--- src/rtl/ttltx_pkg.sv ---
// ttltx_pkg: shared TTL serial link constants and transmitter state codes
package ttltx_pkg;
    localparam int DEF_CLKS_PER_BIT = 54;
    localparam int DEF_HALF_BIT     = 27;
    localparam int DATA_W           = 8;
    typedef enum logic [1:0] {IDLE = 2'd0, START = 2'd1, DATA = 2'd2, STOP = 2'd3} tx_state_t;
endpackage

--- src/rtl/ttltx_fifo.sv ---
// ttltx_fifo: DEPTH x 8 synchronous FIFO with registered not-full ready
//   push/pop/wdata in; rdata, empty, ready, count out; rst_n async active-low
module ttltx_fifo
    import ttltx_pkg::*;
#(
    parameter int DEPTH = 4
) (
    input  logic                     clk,
    input  logic                     rst_n,
    input  logic                     push,
    input  logic                     pop,
    input  logic [DATA_W-1:0]        wdata,
    output logic [DATA_W-1:0]        rdata,
    output logic                     empty,
    output logic                     ready,
    output logic [$clog2(DEPTH):0]   count
);
    localparam int PW = $clog2(DEPTH);
    logic [DATA_W-1:0] mem [DEPTH];
    logic [PW-1:0]     wr_ptr, rd_ptr;
    logic [PW:0]       count_next;
    assign count_next = count + {{PW{1'b0}}, push} - {{PW{1'b0}}, pop};
    assign rdata      = mem[rd_ptr];
    assign empty      = count == '0;
    // ready is held low through reset and rises on the first edge after release
    always_ff @(posedge clk or negedge rst_n) begin
        if (!rst_n) begin
            wr_ptr <= '0;
            rd_ptr <= '0;
            count  <= '0;
            ready  <= 1'b0;
        end else begin
            if (push) wr_ptr <= wr_ptr + 1'b1;
            if (pop) rd_ptr <= rd_ptr + 1'b1;
            count <= count_next;
            ready <= count_next != (PW+1)'(DEPTH);
        end
    end
    always_ff @(posedge clk) begin
        if (push) mem[wr_ptr] <= wdata;
    end
endmodule

--- src/rtl/ttltx.sv ---
// ttltx: 8N1/8N2 UART transmitter, LSB first, idle-high, fed by a small FIFO
//   in_byte/in_byte_valid/in_ready: producer handshake; txpin: registered line
//   tx_busy: frame on line or bytes queued; fifo_count: queued bytes
module ttltx
    import ttltx_pkg::*;
#(
    parameter int CLKS_PER_BIT = DEF_CLKS_PER_BIT,
    parameter int STOP_BITS    = 1,
    parameter int FIFO_DEPTH   = 4
) (
    input  logic                          clk,
    input  logic                          rst_n,
    input  logic [7:0]                    in_byte,
    input  logic                          in_byte_valid,
    output logic                          in_ready,
    output logic                          txpin,
    output logic                          tx_busy,
    output logic [$clog2(FIFO_DEPTH):0]   fifo_count
);
    localparam int TW = $clog2(CLKS_PER_BIT);
    localparam int SW = (STOP_BITS > 1) ? $clog2(STOP_BITS) : 1;
    localparam logic [TW-1:0] TICK_MAX = TW'(CLKS_PER_BIT - 1);
    localparam logic [SW-1:0] STOP_MAX = SW'(STOP_BITS - 1);
    tx_state_t         state_q, state_d;
    logic [TW-1:0]     tick_q, tick_d;
    logic [2:0]        bit_q, bit_d;
    logic [SW-1:0]     stop_q, stop_d;
    logic [DATA_W-1:0] shreg_q, shreg_d, rdata;
    logic              tx_d, pop, empty, bit_end;
    ttltx_fifo #(.DEPTH(FIFO_DEPTH)) u_fifo (
        .clk   (clk),
        .rst_n (rst_n),
        .push  (in_byte_valid & in_ready),
        .pop   (pop),
        .wdata (in_byte),
        .rdata (rdata),
        .empty (empty),
        .ready (in_ready),
        .count (fifo_count)
    );
    assign bit_end = tick_q == TICK_MAX;
    assign tx_busy = (state_q != IDLE) | (fifo_count != '0);
    // the shift register is pre-shifted as each bit is launched, so shreg_q[0] is always the next bit
    always_comb begin
        state_d = state_q;
        tick_d  = bit_end ? '0 : tick_q + 1'b1;
        bit_d   = bit_q;
        stop_d  = stop_q;
        shreg_d = shreg_q;
        tx_d    = txpin;
        pop     = 1'b0;
        case (state_q)
            IDLE: begin
                tick_d = '0;
                if (!empty) begin
                    pop     = 1'b1;
                    shreg_d = rdata;
                    tx_d    = 1'b0;
                    state_d = START;
                end
            end
            START: if (bit_end) begin
                tx_d    = shreg_q[0];
                shreg_d = shreg_q >> 1;
                bit_d   = '0;
                state_d = DATA;
            end
            DATA: if (bit_end) begin
                if (bit_q == 3'd7) begin
                    tx_d    = 1'b1;
                    stop_d  = '0;
                    state_d = STOP;
                end else begin
                    tx_d    = shreg_q[0];
                    shreg_d = shreg_q >> 1;
                    bit_d   = bit_q + 1'b1;
                end
            end
            STOP: if (bit_end) begin
                if (stop_q != STOP_MAX) stop_d = stop_q + 1'b1;
                else if (!empty) begin
                    pop     = 1'b1;
                    shreg_d = rdata;
                    tx_d    = 1'b0;
                    state_d = START;
                end else state_d = IDLE;
            end
            default: state_d = IDLE;
        endcase
    end
    always_ff @(posedge clk or negedge rst_n) begin
        if (!rst_n) begin
            state_q <= IDLE;
            tick_q  <= '0;
            bit_q   <= '0;
            stop_q  <= '0;
            shreg_q <= '0;
            txpin   <= 1'b1;
        end else begin
            state_q <= state_d;
            tick_q  <= tick_d;
            bit_q   <= bit_d;
            stop_q  <= stop_d;
            shreg_q <= shreg_d;
            txpin   <= tx_d;
        end
    end
endmodule
--- config.mk ---
export PLATFORM = sky130hd
export DESIGN_NAME = ttltx
export DESIGN_NICKNAME = d
export VERILOG_FILES = /design/src/rtl/ttltx_pkg.sv /design/src/rtl/ttltx_fifo.sv /design/src/rtl/ttltx.sv
export SDC_FILE = /design/constraint.sdc
export NUM_CORES = 1
export LEC_CHECK = 0
export ABC_AREA = 1
export CORE_MARGIN = 2
export CORE_UTILIZATION = 30
export DETAILED_ROUTE_END_ITERATION = 7
export PLACE_DENSITY = 0.45
export SLEW_MARGIN = 15
export SYNTH_ARGS = -nofsm -noshare
export SYNTH_HDL_FRONTEND = slang
export SYNTH_SLANG_ARGS = --single-unit
--- constraint.sdc ---
create_clock -name clk -period 6 [get_ports clk]
set_input_delay 0.9 -clock clk [delete_from_list [all_inputs] [get_ports clk]]
set_output_delay 0.9 -clock clk [all_outputs]
set_load 0.02 [all_outputs]
==> results_dict.tcl, run 1 <==
set metrics [dict create \
    status "finished clean" \
    gp_congestion 0.732 \
    dr_wl_met2_um 2440 \
    fmax_ghz 0.324 \
    drive_gt1_share_pct 10.1 \
    antenna_left 0 \
    slew_headroom_pct 43.3 \
    post_cts_resized 0 \
    route.met3.wl_um 197 \
    clk_latency_ps 350 \
    fin_util_pct 35.9 \
    path_clk_slew_ps 70 \
    setup_viol 0 \
    wirelength_um 5240 \
    netlist_top_cells_count "101 x nand2_1, 32 x edfxtp_1, 27 x dfrtp_1, 26 x nand3_1, 23 x inv_1" \
    critPathSlowestCell "ha_1" \
    pin_count 17 \
    seq_area_frac_synth_pct 59.5 \
    crit_buf_inv 4 \
    die_h_um 101 \
    syn_area_per_cell_sq_um 10.0 \
    ys_warn_count 0 \
    synth-seq-cells 60 \
    ir_drop_v 0.000142 \
    multi_input_area_sq_um 1000 \
    period_needed_ps 3080 \
    finalCritPeriodShare_pct 51.4 \
    yosys.area.top_type "edfxtp_1" \
    syn_to_final_growth_pct 17.5 \
    fin_nets 328 \
    grt_overflow 0 \
    dp_hpwl_um 3440 \
    p_leak_nw 1.41 \
    cts_root_buffer "clkbuf_8" \
    numPortBuffers 16 \
    cpPeakStageDelay_ps 540 \
    cp_top_family "adder cells" \
    synth_flop_cell "edfxtp_1" \
    hold_viol 0 \
    grtUsageTotal_pct 11.7 \
    critPathKind "flip-flop to flip-flop" \
    synth_cell_types 29 \
    hold_buffers 0 \
    cp-end-kind "flip-flop" \
    crit_chain "inv_1 > ha_1 > inv_2 > o21ai_0 > nor2_1 > nand2_1 > inv_1 > ha_1 > inv_1 > ha_1 > fa_1 > xnor2_1 > xor2_1 > nand2_1" \
    synth.area.top_cells "edfxtp_1 34%, dfrtp_1 24%, nand2_1 14%" \
    fin_skew_ps 8.09 \
    seqCellArea_sq_um 1660 \
    hold_path.startpoint "txpin" \
    cts.sink_count 60 \
    tightestPinTransition_ps 847 \
    synthCells 279 \
    placed_cell_area_sq_um 3080 \
    first_global_vias 1792 \
    r2r-start "state_q[0]" \
    worstPathArrival_ps 3320 \
    rsz0062_at_grt "no" \
    crit_required_ps 6230 \
    power-per-cell-area_nw_per_um2 327 \
    syn_nets 305 \
    cts_tree "yes" \
    startpoint_type "flip-flop" \
    first_pass_iters 4 \
    coreArea_sq_um 9150 \
    yosysTopAreaCellShare_pct 34.4 \
    final_cell_area_sq_um 3290 \
    synth.most_common_cell "nand2_1" \
    cts_buffers 9 \
    chipWidth_um 101 \
    grt_pass1_wl_um 8890 \
    antenna_found_initial 0 \
    top_layer "met4" \
    diodes 0 \
    dieArea_sq_um 10100 \
    post-route-drc-count 0 \
    clk_path_buf_depth 2 \
    drt-initial-drc-count 66 \
    async_reset_ff_share_pct 46.7 \
    synth_edf_count 32 \
    routed_via_density 4.32 \
    drt-met1-wl_um 2490 \
    htree_levels 3 \
    fin_tns_setup_ps 0 \
    avgRoutedWirePerCell_um 12.5 \
    drv_slew 0 \
    synth.cell_area_sq_um 2800 \
    cp_max_fo 11 \
    min_path_type "flip-flop to flip-flop" \
    cp-startpoint "state_q[0]" \
    cts_setup_buffers 0 \
    nFillCells 918 \
    row_count 35 \
    drv_cap 0 \
    dr_total_vias 1804 \
    initial_utilization_pct 30.5 \
    grt_max_degree 29 \
]
cells in the final DEF (no fill, tap or decap):
cell / instances
dfrtp_1: 27
a31o_2: 1
nor3_1: 1
dfstp_2: 1
nor2_4: 1
a21oi_1: 1
xnor2_1: 3
nand2_4: 2
nand3_2: 1
bufinv_16: 1
nand2_2: 1
nor2_1: 17
o211ai_1: 1
inv_2: 3
nor2_8: 1
o21ai_0: 1
edfxtp_1: 32
inv_1: 23
nand3_1: 26
clkinv_1: 1
inv_6: 3
clkbuf_8: 9
clkdlybuf4s50_1: 16
fa_1: 1
ha_1: 14
inv_8: 1
buf_4: 1
nand2_1: 101
nand3_4: 2
xor2_1: 4
inv_4: 1
clkinvlp_4: 2
o21ai_1: 6
nand4_1: 1
final timing paths:
| kind | endpoint | slack, ps | cells past startpoint |
|---|---|---|---|
| worst min register to register | txpin | 480 | 2 |
| min in group asynchronous | tick_q[4] | 920 | 2 |
| worst max register to register | u_fifo.ready | 2920 | 14 |
| worst min-delay path | txpin | 480 | 2 |
| max in group asynchronous | txpin | 4750 | 2 |
| worst max-delay path | u_fifo.ready | 2920 | 14 |
routing by layer:
| metal | global-route usage (%) | up-vias |
|---|---|---|
| met5 | 0 | - |
| met4 | 5.37 | 0 |
| met3 | 4.09 | 9 |
| met2 | 18.8 | 23 |
| met1 | 14.2 | 824 |
| li1 | - | 948 |
registers in the layout, summed over array words and instances (netlist names):
name,cells
bit_q,3
shreg_q,8
state_q,2
tick_q,6
txpin,1
u_fifo.count,3
u_fifo.mem,32
u_fifo.rd_ptr,2
u_fifo.ready,1
u_fifo.wr_ptr,2
layout make-up:
| type | instances | area share [%] |
|---|---|---|
| clock inverter | 7 | 2.51 |
| clock buffer | 9 | 3.77 |
| tap | 111 | 4.23 |
| sequential | 60 | 50.6 |
| multi-input combinational | 186 | 30.5 |
| timing repair buffer | 17 | 5.10 |
| inverter | 28 | 3.27 |
through the flow:
step	cells	hold WS (ps)	total power [mW]	worst slack (ps)
finish	418	477	1.08	2920
detailed placement	402	465	0.705	2930
floorplan	279	449	0.635	3520
CTS	418	477	1.09	2930
global placement	402	463	0.705	2990
global route	418	496	1.13	2650
worst register-to-register path, stage by stage, from the launching register on:
cell and delay (ps):
dfrtp_1 430, inv_1 110, ha_1 540, inv_2 190, o21ai_0 120, nor2_1 70, nand2_1 140, inv_1 60
ha_1 270, inv_1 40, ha_1 190, fa_1 380, xnor2_1 170, xor2_1 200, nand2_1 80
cells by family after synthesis:
| group | share of synthesized area, % |
|---|---|
| compound gates | 2.01 |
| xor+xnor | 2.19 |
| fa+ha+maj | 6.98 |
| buf+inv | 4.66 |
| flops | 59.5 |
| simple gates | 24.7 |
power by group:
group          internal, mW  leakage [nW]  switching (mW)  total (mW)
sequential            0.499         0.625          0.0249       0.524
clock                 0.199        0.0988           0.185       0.383
combinational        0.0657         0.690           0.102       0.168
total                 0.764          1.41           0.312        1.08
No activity file was read; power rests on OpenSTA's default activity.
==> run 2: changes to the inputs <==
Clock period 6 ns to 3.1 ns, I/O delays scaled along.
==> results_dict.tcl, run 2 (synthesized netlist as in run 1, its figures left out) <==
set metrics [dict create \
    reg.largest.list "u_fifo.mem x32, shreg_q x8, tick_q x6" \
    grt_pass1_wl_um 9270 \
    numPortBuffers 16 \
    grt_overflow 0 \
    grtUsageTotal_pct 12.3 \
    gp_congestion 0.705 \
    tightestPinTransition_ps 497 \
    critPathKind "flip-flop to flip-flop" \
    drv_cap 0 \
    htree_levels 3 \
    antenna_found_initial 0 \
    startpoint_type "flip-flop" \
    pwr-share-comb_pct 16.1 \
    rsz0062_at_grt "no" \
    fin_tns_setup_ps 0 \
    finalCritPeriodShare_pct 87.8 \
    hold_buffers 0 \
    chipWidth_um 101 \
    cts.sink_count 60 \
    dp_hpwl_um 3470 \
    hold_path.startpoint "txpin" \
    clk_latency_ps 340 \
    cp_max_fo 10 \
    fmax_ghz 0.367 \
    cp-startpoint "state_q[0]" \
    cts_buffers 9 \
    setup_viol 0 \
    drv_slew 0 \
    crit_required_ps 3330 \
    final_cell_mix "101 x nand2_1, 32 x edfxtp_1, 27 x dfrtp_1" \
    row_count 35 \
    slew_headroom_pct 66.9 \
    multi_input_area_sq_um 1000 \
    routed_via_density 4.33 \
    nFillCells 936 \
    p_switching_uw 588 \
    dr_total_vias 1837 \
    period_needed_ps 2720 \
    cts_root_buffer "clkbuf_8" \
    p_clk_share_pct 36.9 \
    fin_ws_ps 379 \
    swShare_pct 27.3 \
    status "finished clean" \
    hold_viol 0 \
    largest_register_ffs 32 \
    r2r-start "state_q[0]" \
    coreArea_sq_um 9150 \
    first_pass_iters 4 \
    dieArea_sq_um 10100 \
    grt_max_degree 29 \
    p_int_mw 1.57 \
    drive_gt1_share_pct 11.8 \
    fin_total_pwr_mw 2.15 \
    first_global_vias 1803 \
    worstPathArrival_ps 2950 \
    avgRoutedWirePerCell_um 12.4 \
    wirelength_um 5270 \
    ir_drop_v 0.000367 \
    clk_path_buf_depth 2 \
    fin_skew_ps 5.89 \
    post-route-drc-count 0 \
    antenna_left 0 \
    pwr-share-seq_pct 47.0 \
    fin_nets 334 \
    post_cts_resized 0 \
    initial_utilization_pct 30.5 \
    cts_tree "yes" \
    seqCellArea_sq_um 1660 \
    finalHoldWorstSlack_ps 471 \
    final_common_cell "nand2_1" \
    path_clk_slew_ps 70 \
    min_path_type "flip-flop to flip-flop" \
    power-per-cell-area_nw_per_um2 643 \
    cp-end-kind "flip-flop" \
    pin_count 17 \
    cts_setup_buffers 0 \
    place_ws_ps 310 \
    top_register "u_fifo.mem" \
    die_h_um 101 \
    syn_to_final_growth_pct 19.8 \
    diodes 0 \
    drt-initial-drc-count 66 \
    p_leak_nw 1.45 \
]
==> run 2: changes by cell type in the layout (fill, tap and decap cells not counted) <==
cell and change:
bufinv_16 +1, buf_4 +6, inv_8 -1, clkinv_4 +3, inv_6 -3
==> run 2: through the flow <==
stage                     cell area [sq um]  instances  utilization [%]
final                                  3350        424             36.6
after global routing                   3350        424             36.6
after CTS                              3350        424             36.6
after detailed placement               3120        408             34.1
after global placement                 3120        408             34.1
after floorplan                        2800        279                -
==> run 2: path summary, 6_finish.rpt <==
kind | to | slack [ps] | cells past startpoint
max | u_fifo.ready | 380 | 14
min | txpin | 470 | 2
max reg2reg | u_fifo.ready | 380 | 14
min reg2reg | txpin | 470 | 2
max in group asynchronous | txpin | 2280 | 2
min in group asynchronous | tick_q[3] | 510 | 2
==> run 2: layout make-up <==
class / instances / share of cell area [%]
inverter: 28 / 3.21
tap: 111 / 4.15
multi-input combinational: 186 / 29.9
sequential: 60 / 49.6
timing repair buffer: 23 / 6.35
clock inverter: 7 / 3.03
clock buffer: 9 / 3.70
==> run 2: worst max-delay path, cell delays in order, from the launching register on <==
cell,delay (ps)
dfrtp_1,410
inv_1,100
ha_1,320
inv_2,190
o21ai_0,120
nor2_1,110
nand2_1,120
inv_1,80
ha_1,120
inv_1,40
ha_1,180
fa_1,380
xnor2_1,180
xor2_1,190
nand2_1,70
==> run 2: power groups by stage <==
stage / registers [mW] / logic [mW] / clock network, mW
after floorplan: 1.05 / 0.179 / 0
after global placement: 1.03 / 0.353 / 0
after detailed placement: 1.03 / 0.360 / 0
after CTS: 1.01 / 0.358 / 0.815
after global routing: 1.02 / 0.399 / 0.855
final: 1.01 / 0.347 / 0.794
==> run 2: per-layer routing <==
metal | global-route usage (%) | up-vias | share of wire [%]
li1 | - | 958 | -
met1 | 16.2 | 848 | 50
met2 | 18.7 | 23 | 44
met3 | 4.30 | 8 | 3.7
met4 | 4.74 | 0 | 1.5
met5 | 0 | - | 0
==> run 3: changes to the inputs <==
Settings changed: CORE_UTILIZATION 30 to 38, PLACE_DENSITY 0.45 to 0.54.
==> results_dict.tcl, run 3 (synthesized netlist as in run 1, its figures left out) <==
set metrics [dict create \
    largest_register_ffs 32 \
    diodes 0 \
    min_to "txpin" \
    dp_hpwl_um 3390 \
    min_path_type "flip-flop to flip-flop" \
    startpoint_type "flip-flop" \
    cts_root_buffer "clkbuf_8" \
    die_h_um 89.8 \
    htree_levels 3 \
    r2r_end "u_fifo.ready" \
    hold_viol 0 \
    grt_max_degree 29 \
    critPathKind "flip-flop to flip-flop" \
    drt-initial-drc-count 29 \
    fin_skew_ps 6.71 \
    fin_total_pwr_mw 1.99 \
    drv_slew 0 \
    fin_tns_setup_ps 0 \
    chipWidth_um 89.8 \
    path_clk_slew_ps 70 \
    rsz0062_at_grt "no" \
    first_global_vias 1908 \
    slew_headroom_pct 56.4 \
    drv_cap 0 \
    pin_count 17 \
    tightestPinTransition_ps 654 \
    cp-end-kind "flip-flop" \
    row_count 31 \
    fin_util_pct 45.7 \
    r2r-start "state_q[0]" \
    setup_viol 0 \
    power-per-cell-area_nw_per_um2 606 \
    cts_tree "yes" \
    fmax_ghz 0.374 \
    clk_path_buf_depth 2 \
    hold_path.startpoint "txpin" \
    routed_via_density 4.49 \
    syn_to_final_growth_pct 17.3 \
    antenna_left 0 \
    finalCritPeriodShare_pct 86.3 \
    hold_buffers 0 \
    top_register "u_fifo.mem" \
    r2r_cells 14 \
    dieArea_sq_um 8060 \
    numPortBuffers 16 \
    coreArea_sq_um 7180 \
    cts.sink_count 60 \
    wirelength_um 5010 \
    grtUsageTotal_pct 14.3 \
    antenna_found_initial 0 \
    cp_max_fo 10 \
    grt_overflow 0 \
    hold_depth 2 \
    ir_drop_v 0.000295 \
    cts_setup_buffers 0 \
    clk_latency_ps 340 \
    worstPathArrival_ps 2910 \
    drive_gt1_share_pct 11.2 \
    reg.largest.list "u_fifo.mem x32, shreg_q x8, tick_q x6" \
    cts_buffers 9 \
    final_cell_mix "101 x nand2_1, 32 x edfxtp_1, 27 x dfrtp_1" \
    dr_total_vias 1845 \
    status "finished clean" \
    gp_congestion 0.724 \
    fin_nets 333 \
    final_common_cell "nand2_1" \
    r2r_slack_ps 420 \
    avgRoutedWirePerCell_um 12.2 \
    post_cts_resized 0 \
    period_needed_ps 2680 \
    first_pass_iters 4 \
    grt_pass1_wl_um 8970 \
    post-route-drc-count 0 \
    crit_required_ps 3330 \
    p_leak_nw 1.42 \
    initial_utilization_pct 39.0 \
]
## run 3: cell count changes in the layout (fill, tap and decap cells not counted), sizes merged
cell / before / now
bufinv: 2 / 0
clkinvlp: 2 / 3
inv: 27 / 28
buf: 7 / 6
## run 3: metrics by stage
step | hold slack, ps | worst slack [ps] | area (sq um) | cells
6_report | 484 | 423 | 3280 | 411
5_1_grt | 525 | 129 | 3280 | 411
4_1_cts | 483 | 401 | 3280 | 411
3_5_place_dp | 466 | 404 | 3100 | 395
3_3_place_gp | 464 | 477 | 3100 | 395
2_1_floorplan | 169 | 615 | 2800 | 279
## run 3: how the worst max path moves through the flow
stage,start,endpoint,slack (ps),cells past startpoint
after global placement,state_q[0],u_fifo.ready,480,14
after floorplan,state_q[0],u_fifo.ready,620,14
after global routing,state_q[0],u_fifo.ready,130,14
final,state_q[0],u_fifo.ready,420,14
after CTS,state_q[0],u_fifo.ready,400,14
after detailed placement,state_q[0],u_fifo.ready,400,14
## run 3: where the power goes
group          internal (mW)  switching, mW  total [mW]  leakage [nW]
Sequential             0.965         0.0484        1.01         0.625
Clock                  0.292          0.340       0.632        0.0795
Combinational          0.144          0.198       0.341         0.716
## run 3: critical path, cell delays in order, from the launching register on
cell     delay (ps)
dfrtp_1         420
inv_1           100
ha_1            310
inv_2            90
o21ai_0          90
nor2_1           60
nand2_1         150
inv_1            60
ha_1            270
inv_1            40
ha_1            180
fa_1            380
xnor2_1         170
xor2_1          190
nand2_1          70
## run 3: cell type report
cell class,count,area [sq um]
Multi-Input combinational cell,186,1000
Inverter,28,108
Clock inverter,7,52.6
Sequential cell,60,1660
Fill cell,708,3900
Tap cell,99,124
Clock buffer,9,124
Timing Repair Buffer,22,205
## run 3: routing by layer
| metal | GRT usage [%] | up-vias | routed length (um) | part of all wire (%) |
|---|---|---|---|---|
| met4 | 8.08 | 0 | 106 | 2.1 |
| met2 | 23.3 | 20 | 2370 | 47 |
| met5 | 0 | - | 0 | 0 |
| met1 | 17.5 | 860 | 2380 | 48 |
| li1 | - | 954 | - | - |
| met3 | 3.35 | 11 | 152 | 3.0 |
